--- config.mk ---
export PLATFORM = sky130hd
export DESIGN_NAME = btn_debounce_fsm
export DESIGN_NICKNAME = d
export VERILOG_FILES = /design/src/rtl/btn_pkg.sv /design/src/rtl/sync_ff.sv /design/src/rtl/btn_debounce_fsm.sv
export SDC_FILE = /design/constraint.sdc
export NUM_CORES = 1
export LEC_CHECK = 0
export CAP_MARGIN = 20
export CORE_MARGIN = 2
export CORE_UTILIZATION = 40
export DETAILED_ROUTE_END_ITERATION = 16
export MAX_ROUTING_LAYER = met4
export PLACE_DENSITY_LB_ADDON = 0.2
export SYNTH_ARGS = -nofsm -noshare
export SYNTH_HDL_FRONTEND = slang
export SYNTH_SLANG_ARGS = --single-unit
--- constraint.sdc ---
create_clock -name clk -period 4.95 [get_ports clk]
set_input_delay 1.485 -clock clk [delete_from_list [all_inputs] [get_ports clk]]
set_output_delay 1.485 -clock clk [all_outputs]
set_load 0.02 [all_outputs]
--- src/rtl/btn_pkg.sv ---
// Shared constants and state encoding for the button debouncer.
package btn_pkg;

    localparam logic [1:0] ST_IDLE_LOW  = 2'd0;
    localparam logic [1:0] ST_WAIT_HIGH = 2'd1;
    localparam logic [1:0] ST_IDLE_HIGH = 2'd2;
    localparam logic [1:0] ST_WAIT_LOW  = 2'd3;

    localparam int unsigned DEBOUNCE_10MS_100MHZ = 1000000;
    localparam int unsigned LONG_1S_100MHZ       = 100000000;

    typedef enum logic [1:0] {
        StIdleLow  = ST_IDLE_LOW,
        StWaitHigh = ST_WAIT_HIGH,
        StIdleHigh = ST_IDLE_HIGH,
        StWaitLow  = ST_WAIT_LOW
    } btn_state_e;

endpackage

--- src/rtl/sync_ff.sv ---
// Multi-flop synchronizer for asynchronous single-bit inputs; resets to 0.
module sync_ff #(
    parameter int unsigned STAGES = 2
) (
    input  logic clk,
    input  logic reset,
    input  logic d,
    output logic q
);

    logic [STAGES-1:0] chain;

    always_ff @(posedge clk or posedge reset) begin
        if (reset) begin
            chain <= '0;
        end else begin
            chain <= {chain[STAGES-2:0], d};
        end
    end

    assign q = chain[STAGES-1];

endmodule

--- src/rtl/btn_debounce_fsm.sv ---
// Synchronizes and debounces a raw button into a clean level plus rise/fall pulses.
// Define BTN_LONG_PRESS_EN to build the long-press detector driving btn_long.
module btn_debounce_fsm
    import btn_pkg::*;
#(
    parameter int unsigned SYNC_STAGES   = 2,
    parameter int unsigned STABLE_CYCLES = DEBOUNCE_10MS_100MHZ,
    parameter int unsigned LONG_CYCLES   = LONG_1S_100MHZ
) (
    input  logic clk,
    input  logic reset,
    input  logic btn_in,
    output logic btn_level,
    output logic btn_rise,
    output logic btn_fall,
    output logic btn_long
);

    localparam int unsigned      CNT_W    = $clog2(STABLE_CYCLES + 1);
    localparam logic [CNT_W-1:0] CNT_LAST = CNT_W'(STABLE_CYCLES - 1);

    if (SYNC_STAGES < 2 || SYNC_STAGES > 4) begin : g_bad_sync
        $error("SYNC_STAGES must be in 2..4");
    end
    if (STABLE_CYCLES < 2) begin : g_bad_stable
        $error("STABLE_CYCLES must be at least 2");
    end
    if (LONG_CYCLES < 1) begin : g_bad_long
        $error("LONG_CYCLES must be at least 1");
    end

    logic             s;
    btn_state_e       state;
    logic [CNT_W-1:0] cnt;

    sync_ff #(
        .STAGES(SYNC_STAGES)
    ) u_sync (
        .clk  (clk),
        .reset(reset),
        .d    (btn_in),
        .q    (s)
    );

    // Every exit from a WAIT state clears cnt, so it never passes CNT_LAST.
    always_ff @(posedge clk or posedge reset) begin
        if (reset) begin
            state     <= StIdleLow;
            cnt       <= '0;
            btn_level <= 1'b0;
            btn_rise  <= 1'b0;
            btn_fall  <= 1'b0;
        end else begin
            btn_rise <= 1'b0;
            btn_fall <= 1'b0;
            case (state)
                StIdleLow: begin
                    if (s) begin
                        state <= StWaitHigh;
                        cnt   <= CNT_W'(1);
                    end else begin
                        cnt <= '0;
                    end
                end
                StWaitHigh: begin
                    if (!s) begin
                        state <= StIdleLow;
                        cnt   <= '0;
                    end else if (cnt == CNT_LAST) begin
                        state     <= StIdleHigh;
                        cnt       <= '0;
                        btn_level <= 1'b1;
                        btn_rise  <= 1'b1;
                    end else begin
                        cnt <= cnt + CNT_W'(1);
                    end
                end
                StIdleHigh: begin
                    if (!s) begin
                        state <= StWaitLow;
                        cnt   <= CNT_W'(1);
                    end else begin
                        cnt <= '0;
                    end
                end
                StWaitLow: begin
                    if (s) begin
                        state <= StIdleHigh;
                        cnt   <= '0;
                    end else if (cnt == CNT_LAST) begin
                        state     <= StIdleLow;
                        cnt       <= '0;
                        btn_level <= 1'b0;
                        btn_fall  <= 1'b1;
                    end else begin
                        cnt <= cnt + CNT_W'(1);
                    end
                end
                default: begin
                    state <= StIdleLow;
                    cnt   <= '0;
                end
            endcase
        end
    end

`ifdef BTN_LONG_PRESS_EN
    localparam int unsigned       HOLD_W    = $clog2(LONG_CYCLES + 1);
    localparam logic [HOLD_W-1:0] HOLD_LAST = HOLD_W'(LONG_CYCLES - 1);
    localparam logic [HOLD_W-1:0] HOLD_SAT  = HOLD_W'(LONG_CYCLES);

    logic [HOLD_W-1:0] hold_cnt;
    logic              hold_active;

    assign hold_active = (state == StIdleHigh) || (state == StWaitLow);

    // Saturating at LONG_CYCLES gives one pulse per press; cleared while low.
    always_ff @(posedge clk or posedge reset) begin
        if (reset) begin
            hold_cnt <= '0;
            btn_long <= 1'b0;
        end else begin
            btn_long <= 1'b0;
            if (!hold_active) begin
                hold_cnt <= '0;
            end else if (hold_cnt != HOLD_SAT) begin
                hold_cnt <= hold_cnt + HOLD_W'(1);
                btn_long <= (hold_cnt == HOLD_LAST);
            end
        end
    end
`else
    assign btn_long = 1'b0;
`endif

endmodule

==> results.cfg <==
[run_status]
outcome = finished, final reports clean

[clock_tree]
cts_num_sinks = 27
clock-root-buffer = clkbuf_4
clockBufferDepth = 2
hold_buffers = 0
htreeDepth = 1
cts_buffers = 3
cts_tree = done
clkTransAtPathRegs_ns = 0.15
cts_setup_buffers = 0
clock_latency_ns = 0.33
cts_resized = 0

[final_layout]
diodes = 0
nFillCells = 336
fin_cells = 185
final_nets = 144
area_growth_pct = 7.97
layout-drive-gt1-share = 0.0647

[synth]
avgSynthCellArea_um2 = 10.2
ys_seq_area_frac = 0.489
syn_inst = 136
synth_edf_count = 0
yosys_register_bits = 27
synth_warnings = 0
synth_top_area_share = 0.489
synth_top_area_cell = dfrtp_1
syn-num-nets = 140
synthTopCellsByArea = dfrtp_1 49%, xor2_1 5.1%, nor2_1 4.3%
ys.flop_type = dfrtp_1
synthArstFlopShare = 1.00
syn-cell-area_mm2 = 0.00138
synth_cell_type_count = 40

[routing]
wirelength_um = 2600
initialDrtViolationCount = 15
drtAntennaViolNets = 0
first_pass_iters = 4
drc = 0
vias = 990
vias_per_cell = 5.35
drt-wirelength-per-cell_um = 14.1

[setup_path]
crit_path_cell_trace = clkdlybuf4s50_1
required_ns = 3.46
worst_setup_path_start_kind = flip-flop
cp_top_family = buffers and inverters
end_kind = primary output
cpPeakStageDelay_ns = 0.60
arrival_ns = 1.32
cp_max_fo = 2
path_buf_inv = 1
cp_slowest_cell = clkdlybuf4s50_1
crit_type = flip-flop to primary output

[sta]
setup_ws_ns = 2.15
finalMaxSlewViolations = 0
finClkSkew_ns = 0.0106
hold_slack_ns = 0.370
fin_setup_tns_ns = 0
slew_headroom = 0.580
setup_viol = 0
fmax_mhz = 357
period_share = 0.566
grt_setup_unrepaired = false
min_period_ns = 2.80
worstMarginPinSlew_ns = 0.631
hold_viol = 0

[placed_design]
place_worst_setup_slack_ns = 2.21
io_buffer_count = 5
gp_congestion = 0.895
dp_hpwl_um = 1770
numPlacedInstances = 180

[flow_run]
drv_cap = 0

[floorplanning]
fp-row-count = 21
initial_utilization = 0.414
die_x_um = 62.8
coreArea_mm2 = 0.00334
dieArea_mm2 = 0.00394
die_y_um = 62.8
ioPinCount = 7

[power_and_ir_drop]
p_leak_nw = 0.630
worst_ir_drop_vdd_mv = 0.121
p_total_mw = 0.340
power.density_mw_per_mm2 = 228

[global_routing]
track_usage = 0.151
grt-ovfl-total = 0
grt_antenna_before_repair = 0
first_global_vias = 961
grt_max_degree = 28
grt_first_pass_wirelength_um = 4650

[worst_hold_path]
hold_class = flip-flop to flip-flop
worst paths after layout:
path                            startpoint         endpoint  slack, ns  cells past startpoint
max in group asynchronous            reset          cnt[13]       3.00                      3
setup reg to reg                    cnt[0]          cnt[19]       2.85                      5
hold / removal             u_sync.chain[0]  u_sync.chain[1]       0.37                      0
setup / recovery                 btn_level        btn_level       2.15                      1
min in group asynchronous            reset           cnt[2]       1.46                      2
hold reg to reg            u_sync.chain[0]  u_sync.chain[1]       0.37                      0
cell usage in the layout, fill, tap and decap left out, types with 2 or more instances in the layout:
| cell type | instances |
|---|---|
| inv_1 | 6 |
| clkbuf_4 | 3 |
| nor3_1 | 3 |
| and2_1 | 2 |
| nand4_2 | 2 |
| and3_1 | 4 |
| nor2_1 | 16 |
| nand4_1 | 7 |
| dfrtp_1 | 27 |
| nor4_1 | 4 |
| or3_1 | 2 |
| nand2_1 | 6 |
| and4_1 | 3 |
| xnor2_1 | 6 |
| a21oi_1 | 5 |
| nand3_1 | 5 |
| or3b_1 | 2 |
| o41ai_1 | 2 |
| a21o_1 | 2 |
| clkdlybuf4s50_1 | 5 |
| xor2_1 | 8 |
cell usage after synthesis (3+ instances only):
master	count
nand4_1	7
xor2_1	8
nand3_1	5
a21oi_1	5
and3_1	4
xnor2_1	6
nor4_1	4
dfrtp_1	27
nor3_1	3
and4_1	3
nand2_1	6
nor2_1	16
clkbuf_1	3
inv_1	6
layer usage:
layer  GRT usage  vias up  share of wire
li1            -      489              -
met1       0.208      484           0.49
met2       0.231       12           0.47
met3      0.0162        5          0.018
met4      0.0583        0          0.018
met5           -        -              0
sequential cells by signal (all words and copies together), names as in the netlist, named ones only:
name / flops
cnt: 20
u_sync.chain: 2
btn_fall: 1
btn_level: 1
btn_rise: 1
state: 1
through the flow:
| stage | util | instance area (µm²) |
|---|---|---|
| floorplan | - | 1380 |
| global placement | 0.433 | 1450 |
| detailed placement | 0.433 | 1450 |
| CTS | 0.442 | 1480 |
| global route | 0.447 | 1490 |
| finish | 0.447 | 1490 |
cells by family (layout without fill, tap and decap cells):
group,after synthesis,count (layout),share of synthesized area
buffers and inverters,13,16,0.0471
and+or+nand+nor,63,63,0.275
DFF,27,27,0.489
adders and majority gates,1,1,0.00906
other,1,1,0.00271
AOI/OAI and AO/OA,16,16,0.0797
muxes,1,1,0.00815
xor gates and xnor gates,14,14,0.0888
report_power, final:
group	internal [mW]	leakage, nW	switching (mW)
clock	0.0310	0.0139	0.0681
sequential	0.223	0.368	0.00315
combinational	0.00516	0.248	0.00991
total	0.259	0.630	0.0812
layout make-up:
| cell class | count | area [µm²] | area share |
|---|---|---|---|
| Clock buffer | 3 | 22.5 | 0.0151 |
| Clock inverter | 1 | 7.51 | 0.00503 |
| Inverter | 6 | 22.5 | 0.0151 |
| Multi-Input combinational cell | 96 | 641 | 0.430 |
| Sequential cell | 27 | 676 | 0.453 |
| Tap cell | 46 | 57.6 | 0.0386 |
| Timing Repair Buffer | 6 | 65.1 | 0.0436 |
Power figures use the tool's default switching activity.
